## src/rtl/dino_pkg.sv

```systemverilog
// rtl/dino_pkg.sv - shared types and default constants for the dino sprite physics
package dino_pkg;

    typedef enum logic [1:0] {
        GROUND = 2'd0,
        AIR    = 2'd1,
        LANDED = 2'd2
    } dino_state_t;

    localparam int unsigned DINO_X   = 240;
    localparam int unsigned GROUND_Y = 400;
    localparam int unsigned JUMP_V   = 12;
    localparam int unsigned GRAVITY  = 1;
    // Must match the bounds logic in VGAController.
    localparam int unsigned SPRITE_H = 60;

endpackage

```

## src/rtl/edge_sync.sv

```systemverilog
// rtl/edge_sync.sv - optional N-flop synchronizer followed by a registered rising-edge pulse
module edge_sync #(
    parameter int unsigned SYNC_STAGES = 2
) (
    input  logic clk_i,
    input  logic rst_ni,
    input  logic d_i,
    output logic pulse_o
);

    logic sig;
    logic prev_q;
    logic pulse_q;

    generate
        if (SYNC_STAGES == 0) begin : g_nosync
            assign sig = d_i;
        end else begin : g_sync
            logic [SYNC_STAGES-1:0] sync_q;
            always_ff @(posedge clk_i or negedge rst_ni) begin
                if (!rst_ni) begin
                    sync_q <= '0;
                end else begin
                    sync_q <= (sync_q << 1) | SYNC_STAGES'(d_i);
                end
            end
            assign sig = sync_q[SYNC_STAGES-1];
        end
    endgenerate

    always_ff @(posedge clk_i or negedge rst_ni) begin
        if (!rst_ni) begin
            prev_q  <= 1'b0;
            pulse_q <= 1'b0;
        end else begin
            prev_q  <= sig;
            pulse_q <= sig & ~prev_q;
        end
    end

    assign pulse_o = pulse_q;

endmodule

```

## src/rtl/dino_jump_ctrl.sv

```systemverilog
// rtl/dino_jump_ctrl.sv - per-frame jump physics for the player sprite
module dino_jump_ctrl #(
    parameter int unsigned DINO_X   = dino_pkg::DINO_X,
    parameter int unsigned GROUND_Y = dino_pkg::GROUND_Y,
    parameter int unsigned JUMP_V   = dino_pkg::JUMP_V,
    parameter int unsigned GRAVITY  = dino_pkg::GRAVITY
) (
    input  logic        clk,
    input  logic        reset,
    input  logic        frame_tick,
    input  logic        jump_btn,
    input  logic        freeze,
    output logic [31:0] x_coor,
    output logic [31:0] y_coor,
    output logic        airborne,
    output logic [7:0]  jump_count
);

    import dino_pkg::*;

    localparam logic [11:0] GROUND_Y12 = 12'(GROUND_Y);
    localparam logic [7:0]  LAUNCH_VY  = ~8'(JUMP_V) + 8'd1;
    localparam logic [7:0]  GRAVITY8   = 8'(GRAVITY);

    // The apex must leave room for the whole sprite above row 0.
    generate
        if (int'(GROUND_Y) - int'(JUMP_V * (JUMP_V + 1) / 2) < int'(SPRITE_H)) begin : g_bad_params
            $error("dino_jump_ctrl: jump apex would push the sprite above the screen");
        end
    endgenerate

    logic press;
    logic tick;

    edge_sync #(.SYNC_STAGES(2)) u_btn_edge (
        .clk_i   (clk),
        .rst_ni  (reset),
        .d_i     (jump_btn),
        .pulse_o (press)
    );

    edge_sync #(.SYNC_STAGES(0)) u_frame_edge (
        .clk_i   (clk),
        .rst_ni  (reset),
        .d_i     (frame_tick),
        .pulse_o (tick)
    );

    dino_state_t state_q, state_d;
    logic [11:0] y_q, y_d;
    logic [7:0]  vy_q, vy_d;
    logic [7:0]  cnt_q, cnt_d;
    logic        pending_q, pending_d;

    logic               step;
    logic               launch;
    logic signed [12:0] ny;
    logic               touchdown;

    assign step      = tick & ~freeze;
    assign launch    = (state_q == GROUND) & step & (pending_q | press);
    assign ny        = $signed({1'b0, y_q}) + $signed({{5{vy_q[7]}}, vy_q});
    assign touchdown = ~vy_q[7] && (vy_q != 8'd0) && (ny >= $signed({1'b0, GROUND_Y12}));

    always_ff @(posedge clk or negedge reset) begin
        if (!reset) begin
            state_q   <= GROUND;
            y_q       <= GROUND_Y12;
            vy_q      <= 8'd0;
            cnt_q     <= 8'd0;
            pending_q <= 1'b0;
        end else begin
            state_q   <= state_d;
            y_q       <= y_d;
            vy_q      <= vy_d;
            cnt_q     <= cnt_d;
            pending_q <= pending_d;
        end
    end

    always_comb begin
        state_d = state_q;
        unique case (state_q)
            GROUND:  if (launch) state_d = AIR;
            AIR:     if (step && touchdown) state_d = LANDED;
            LANDED:  if (step) state_d = GROUND;
            default: state_d = GROUND;
        endcase
    end

    always_comb begin
        y_d       = y_q;
        vy_d      = vy_q;
        cnt_d     = cnt_q;
        pending_d = pending_q;
        unique case (state_q)
            GROUND: begin
                y_d  = GROUND_Y12;
                vy_d = 8'd0;
                if (launch) begin
                    vy_d      = LAUNCH_VY;
                    cnt_d     = cnt_q + 8'd1;
                    pending_d = 1'b0;
                end else if (press) begin
                    pending_d = 1'b1;
                end
            end
            AIR: begin
                if (step) begin
                    if (touchdown) begin
                        y_d  = GROUND_Y12;
                        vy_d = 8'd0;
                    end else begin
                        y_d  = ny[11:0];
                        vy_d = vy_q + GRAVITY8;
                    end
                end
            end
            default: ;
        endcase
    end

    always_comb begin
        airborne   = (state_q == AIR);
        x_coor     = 32'(DINO_X);
        y_coor     = {20'd0, y_q};
        jump_count = cnt_q;
    end

endmodule

```

## config.mk

```make
export PLATFORM = sky130hd
export DESIGN_NAME = dino_jump_ctrl
export DESIGN_NICKNAME = d
export VERILOG_FILES = /design/src/rtl/dino_pkg.sv /design/src/rtl/edge_sync.sv /design/src/rtl/dino_jump_ctrl.sv
export SDC_FILE = /design/constraint.sdc
export NUM_CORES = 1
export LEC_CHECK = 0
export BUFFER_PORTS_ARGS = -buffer_cell sky130_fd_sc_hd__buf_4
export CAP_MARGIN = 30
export CORE_ASPECT_RATIO = 1.5
export CORE_MARGIN = 2
export CORE_UTILIZATION = 45
export CTS_CLUSTER_SIZE = 8
export DETAILED_ROUTE_END_ITERATION = 8
export PLACE_DENSITY = 0.7
export SLEW_MARGIN = 5
export SYNTH_ARGS = -nofsm -noshare
export SYNTH_HDL_FRONTEND = slang
export SYNTH_SLANG_ARGS = --single-unit
export TNS_END_PERCENT = 100
```

## constraint.sdc

```tcl
create_clock -name clk -period 4.1 [get_ports clk]
set_clock_uncertainty 0.1 [all_clocks]
set_input_delay 0.615 -clock clk [delete_from_list [all_inputs] [get_ports clk]]
set_output_delay 0.615 -clock clk [all_outputs]
set_load 0.005 [all_outputs]
```

======== Word level (Yosys, flattened, before mapping) ========
Cells that the tools add are included.
W data, S select, Z words.
storage, ports and cells
  register bits after elaboration ......... 37
  latch bits .............................. 0
  bits in writable memories ............... 0
  ROM bits ................................ 0
  input port bits ......................... 5
  output and inout bits ................... 73
  logic and storage cells ................. 55
  memories kept ........................... 0
operators by class
  add/subtract/negate cells ............... 3
  multipliers ............................. 0
  div/mod/pow operators ................... 0
  $lt $le $gt $ge ......................... 1
  equality and inequality tests ........... 6
  shifts and indexed selects .............. 0
  muxes and demuxes ....................... 13
  bitwise operators ....................... 11
  reductions and logical operators ........ 11
operators with widths
  cell                    number
  $mux W12                2
  $mux W8                 3
  $pmux W12 S2            1
  $add A8 B1 Y8 const B   2
  $pmux W8 S2             1
  $add A13 B8 Y13         1
  $ge A13 B10 Y1 const B  1
  $reduce_bool A8 Y1      1
  $mux W2                 3
  $pmux W2 S3             1
  $reduce_and A2 Y1       3
  $and A1 B1 Y1           5
  $ne A2 B1 Y1 const B    2
  $ne A2 B2 Y1 const B    2
  $not A1 Y1              4
  $reduce_bool A2 Y1      2
  $logic_and A1 B1 Y1     3
  $reduce_and A3 Y1       1
  $eq A2 B1 Y1 const B    1
  $eq A2 B2 Y1 const B    1
  $logic_not A2 Y1        1
  $mux W1                 2
  $or A2 B1 Y2            1
  $or A1 B1 Y1            1

======== Longest topological paths before layout ========
  depth in word-level cells ............... 6
  depth in mapped cells ................... 12
  mapped depth without buffers ............ 11

======== Cells and area by module ========
Synthesis repeated with hierarchy kept, for this count alone.
second synthesis, totals
  cell total of the unflattened synthesis .. 270
  area, all modules ....................... 2546.2 um^2
modules (own cells, without submodules)
  module                     times used  cells an instance  area each (um^2)  sequential area each (um^2)
  dino_jump_ctrl             1           262                2368.5            779.5
  edge_sync at u_btn_edge    1           5                  113.9             100.1
  edge_sync at u_frame_edge  1           3                  63.8              50.0

======== Worst setup path before layout ========
Ideal clock, no wire load.
  kind .................................... register to register
  start point ............................. reg y_q[0]
  end point ............................... reg vy_q[7]
  library setup time ...................... 0.129 ns
  arrival ................................. 2.655 ns
  required time ........................... 3.871 ns
  slack ................................... 1.216 ns
  cell stages (with the launch flop) ...... 13
  buffers on the path ..................... 1
  period minus slack after synthesis ...... 2.884 ns
  cells stage by stage .................... dfrtp_1 > ha_1 > inv_1 > fa_1 > nor2b_1 > o2111ai_1 > and4_4 > a311oi_2 > nand4_1 > a31oi_2 > buf_6 > nor3_1 > a2111o_1
between the ends
  longest elaborated chain between the ends .. 6
RTL lines
  item                      RTL line               text
  start: declaration        dino_jump_ctrl.sv:50   logic [11:0] y_q, y_d;
  start signal: assignment  dino_jump_ctrl.sv:74   y_q <= y_d;
  $add A13 B8 Y13           dino_jump_ctrl.sv:62   assign ny = $signed({1'b0, y_q}) + $signed({{5{vy_q[7]}}, vy_q});
  $ge A13 B10 Y1            dino_jump_ctrl.sv:63   assign touchdown = ~vy_q[7] && (vy_q != 8'd0) && (ny >= $signed({1'b0, GROUND_Y12}));
  $logic_and A1 B1 Y1       dino_jump_ctrl.sv:63
  $mux W8                   dino_jump_ctrl.sv:110  if (touchdown) begin
  $mux W8                   dino_jump_ctrl.sv:109  if (step) begin
  $pmux W8 S2               dino_jump_ctrl.sv:96   unique case (state_q)
  end signal: assignment    dino_jump_ctrl.sv:75   vy_q <= vy_d;
  end: declaration          dino_jump_ctrl.sv:51   logic [7:0] vy_q, vy_d;
Every way passes these cells. The select of a mux whose other input is x is not followed.
A chain may end at the register's enable or synchronous reset.

======== Worst setup path after layout ========
  start point ............................. reg vy_q[0]
  end point ............................... reg vy_q[2]
between the ends
  longest elaborated chain between the ends .. 6
  elaborated cells on any way between the ends .. 9
RTL lines
  item                                                   RTL line
  $add A13 B8 Y13 or $reduce_bool A8 Y1 (tied branches)  dino_jump_ctrl.sv:62, dino_jump_ctrl.sv:63
  $ge A13 B10 Y1 or $logic_and A1 B1 Y1 (tied branches)  dino_jump_ctrl.sv:63
  $logic_and A1 B1 Y1                                    dino_jump_ctrl.sv:63
  $mux W8 *                                              dino_jump_ctrl.sv:110
  $mux W8 *                                              dino_jump_ctrl.sv:109
  $pmux W8 S2 *                                          dino_jump_ctrl.sv:96
Mark *: on every way between the ends. The rest lies on a longest branch, timed or not. The select of a mux whose other input is x is not followed.

==> results <==
- The flow ran to the end, and the final reports show no timing, DRC or antenna violations.
- The kind of cell adding the most delay to the critical path is compound AO/OA/AOI/OAI gates.
- Max-cap violations in this run came to 0.
- The I/O pin count is 78.
- The combinational family with the most area after synthesis is compound AO/OA/AOI/OAI gates.
- STA classifies the critical path endpoint as a flop.
- The source of the worst register-to-register timing path is vy_q[0]$_DFFE_PN0P_.
- The largest single stage delay on the critical path is 530 ps.
- Counting tap cells, the placed design contains a total of 366 instances.
- Walking the worst path, the cells encountered are ha_1 -> inv_1 -> fa_1 -> nor2b_1 -> o2111ai_1 -> and4_4 -> a311oi_2 -> nand4_1 -> a31oi_2 -> nor2_2 -> a221o_1.
- Of the cells placed in the final design, the portion with a size suffix greater than 1 is 17.5%.
- The endpoint of the lowest-slack register-to-register path is vy_q[2]$_DFFE_PN0P_.
- The clock latency reported for the late side of the worst-skew pair is 290 ps.
- The number of antenna violations at the first check in global routing is 0.
- The warning count from the yosys run is 0.
- In the layout the commonest cells are conb_1, dfrtp_1, buf_4, ha_1.
- Counting flops with a built-in enable in the synthesized netlist gives 0.
- Once placement finished, the instance area stood at 2710 µm².
- The shortest clock period the worst path allows after layout is 3380 ps.
- At the pin with the least slew margin, the transition time is 555 ps.
- The minimum hold slack is 177 ps.
- Measured against the total synthesized area, the mux share comes to 1.17%.
- In the global route stage, overall resource usage came out at 17.0%.
- The library cell contributing the largest single delay on the critical path is a31oi_2.
- Of all nets on the critical path, the largest fanout is 12.
- The die covers 6590 µm².
- After clock tree synthesis, the setup repair step added 0 buffers.
- Of all flip-flops after synthesis, the portion carrying an async set or reset was 100%.
- For this run, the register share of the synthesized area comes to 34.8%.
- The depth of the worst register-to-register path is 11.
- For this run, design rule violations remaining after detail routing come to 0.
- The routed length per instance is 14.0 µm.
- The DRC violation total after the first TritonRoute iteration is 122.
- The number of routed nets with antenna violations is 0.
- The total stage count of the critical path is 11.
- The final instance count without filler cells is 374.
- Together, buffers and inverters on the worst path number 1.
- The type of the worst setup path is flop to flop.
- The largest net degree at the start of global routing is 38.
- The overflow left after global routing is 0.
- Measured against its own limit, the worst slew margin works out to 62.9%.
- The worst hold path belongs to the class primary input to async pin.
- Buffers inserted to repair hold after CTS numbered 0.
- Counting flops and latches in the post-synthesis netlist gives 37.
- The data arrival time at the worst-slack endpoint is 3460 ps.
- For this run, the leading register cell type out of synthesis is dfrtp_1.
- The via density per instance is 5.25.
- The number of buffers created by CTS is 5.
- The wire length of the first global-routing pass is 8740 µm.
- For this run, the top clock speed supported by timing is 296 MHz.
- The library cell used most frequently in the layout, excluding fill and tap cells, is conb_1.
- From left edge to right edge, the die measures 67.0 µm.
- The count of cells resized by post-cts repair is 0.
- Setup repair after global routing left no endpoint under its margin.
- The TritonCTS clock tree is built.
- Fill cells in the final layout number 565.
- The basic-gate share of the synthesized area counting and, or, nand and nor cells is 16.7%.
- The first-pass iteration count of the detailed router is 6.
- After the last flow step, the layout net total stands at 322.
- The total negative slack is 0 ps.
- The placer congestion estimate is 0.944.
- The via count of the first global-routing pass is 1,878.
- The count of different cell masters after synthesis is 68.
- The compound-gate portion of the synthesized area is 18.8%.
- The post-route clock period utilization is 82.5%.
- The post-synthesis cell area is 2680 µm².
- After clock tree synthesis, the clock-pin slew on the worst setup and hold paths is 70 ps.
- Overall power consumption after layout is estimated at 1.40 mW.
- Clock tree synthesis found a total of 37 sinks.
- The initial utilization of the core area, before any placement, comes to 46.2%.
- The hold violation count in the final report came to 0.
- The buffer type at the clock tree root is clkbuf_8.
- The detailed-route via count is 1,962.
- The setup slack of the most critical reg-to-reg path is 720 ps.
- The cell leakage power is 1.41 nW.
- The least setup slack across all paths after layout is 719 ps.
- The count of pins over their slew limit is 0.
- A synthesized cell averages 9.69 µm².
- Setup violations remaining at the end of the flow were counted as 0.
- The number of standard-cell rows in the floorplan is 34.
- STA classifies the critical path startpoint as a flop.
- Once layout is done, the placed cells without fillers occupy 2820 µm².
- The HPWL after detailed placement is 3940 µm.
- The final standard cell utilization of the core is 48.8%.
- In this run the standard cell core region covers 5790 µm².
- The number of buffers between clock root and the deepest sink is 2.
- The die height is 98.4 µm.
- The post-synthesis share of cell area spent on xor and xnor gates is 3.27%.
- The required time at the endpoint of the critical path is 4180 ps.
- Input and output buffers added on the ports amount to 25.
- Across the VDD grid, the largest voltage drop is 0.000247 V.
- Synthesis handed over a netlist of 276 instances.
- The final wirelength is 5250 µm.
- CTS built an H-tree with a depth of 2.
- The number of antenna diodes in the final layout is 0.
- The area growth from synthesis to layout is 5.57%.
- Summing the areas of all fa, ha and maj instances in the mapped netlist gives 7.76% of the synthesized area.
- The worst-case setup slack after placement is 765 ps.
- The total power density per cell area is 497 nW/µm².
-- layout make-up --
class / count / area (µm²) / share of cell area, %
sequential: 37 / 930 / 32.9
multi-input combinational: 224 / 1470 / 52.1
tap: 72 / 90.1 / 3.19
clock inverter: 1 / 30.0 / 1.06
timing repair buffer: 25 / 188 / 6.65
clock buffer: 7 / 86.3 / 3.06
inverter: 8 / 30.0 / 1.06
-- routing by layer --
| metal | track usage [%] | vias to the layer above | wire, µm |
|---|---|---|---|
| met4 | 5.49 | 0 | 93 |
| met1 | 19.3 | 953 | 2080 |
| met2 | 31.5 | 61 | 2830 |
| met5 | 0 | - | 0 |
| met3 | 2.85 | 8 | 246 |
| li1 | - | 940 | - |
-- how the worst max path moves through the flow --
stage,start,end,slack (ps)
floorplan,y_q[0]$_DFFE_PN0P_,vy_q[7]$_DFFE_PN0P_,1220
global placement,vy_q[0]$_DFFE_PN0P_,vy_q[2]$_DFFE_PN0P_,860
detailed placement,vy_q[0]$_DFFE_PN0P_,vy_q[2]$_DFFE_PN0P_,770
CTS,vy_q[0]$_DFFE_PN0P_,vy_q[2]$_DFFE_PN0P_,710
global route,vy_q[0]$_DFFE_PN0P_,vy_q[2]$_DFFE_PN0P_,450
finish,vy_q[0]$_DFFE_PN0P_,vy_q[2]$_DFFE_PN0P_,720
-- state kept, by name (all words and copies together) (netlist names) --
signal / flops
u_frame_edge.pulse_o: 1
u_btn_edge.pulse_o: 1
y_q: 12
pending_q: 1
state_q: 2
u_btn_edge.prev_q: 1
u_btn_edge.g_sync.sync_q: 2
jump_count: 8
vy_q: 8
u_frame_edge.prev_q: 1
-- where the power goes --
group	internal [mW]	total, mW	leakage (nW)	switching (mW)
Sequential	0.419	0.489	0.483	0.0704
Clock	0.198	0.331	0.0585	0.132
Combinational	0.235	0.583	0.868	0.348
Total	0.852	1.40	1.41	0.550
-- synth_stat cells, types with 3 or more instances --
library cell / n / share of area (%)
nand2_1: 14 / 2.0
o21a_1: 3 / 0.84
buf_4: 52 / 15
and3_1: 4 / 0.94
nor3_1: 5 / 0.94
nor4_1: 3 / 0.70
xnor2_1: 7 / 2.3
xor2_1: 3 / 0.98
ha_1: 15 / 7.0
nand4_1: 5 / 1.2
a21o_1: 6 / 1.7
nor2_1: 9 / 1.3
buf_6: 3 / 1.3
dfstp_2: 3 / 2.9
a21oi_1: 14 / 2.6
inv_1: 8 / 1.1
o21ai_0: 3 / 0.56
o31ai_1: 5 / 1.4
a32o_1: 3 / 1.1
dfrtp_1: 34 / 32
nand3_1: 8 / 1.5
nor2b_1: 6 / 1.4
a221o_1: 3 / 1.1
nand2b_1: 6 / 1.4
-- worst reg2reg max path, delay by kind of cell, from the launching register on --
kind / cells / cell delay (ps)
AOI/OAI and AO/OA: 4 / 1350
and+or+nand+nor: 4 / 760
adders and majority gates: 2 / 610
DFF: 1 / 390
buffers and inverters: 1 / 60
-- cell families after synthesis --
kind of cell	after synthesis
compound gates	64
xor+xnor	10
fa+ha+maj	16
buf+inv	65
flops	37
mux	3
other cells	2
simple gates	79
Note: power is estimated with default switching activity, not from simulation.
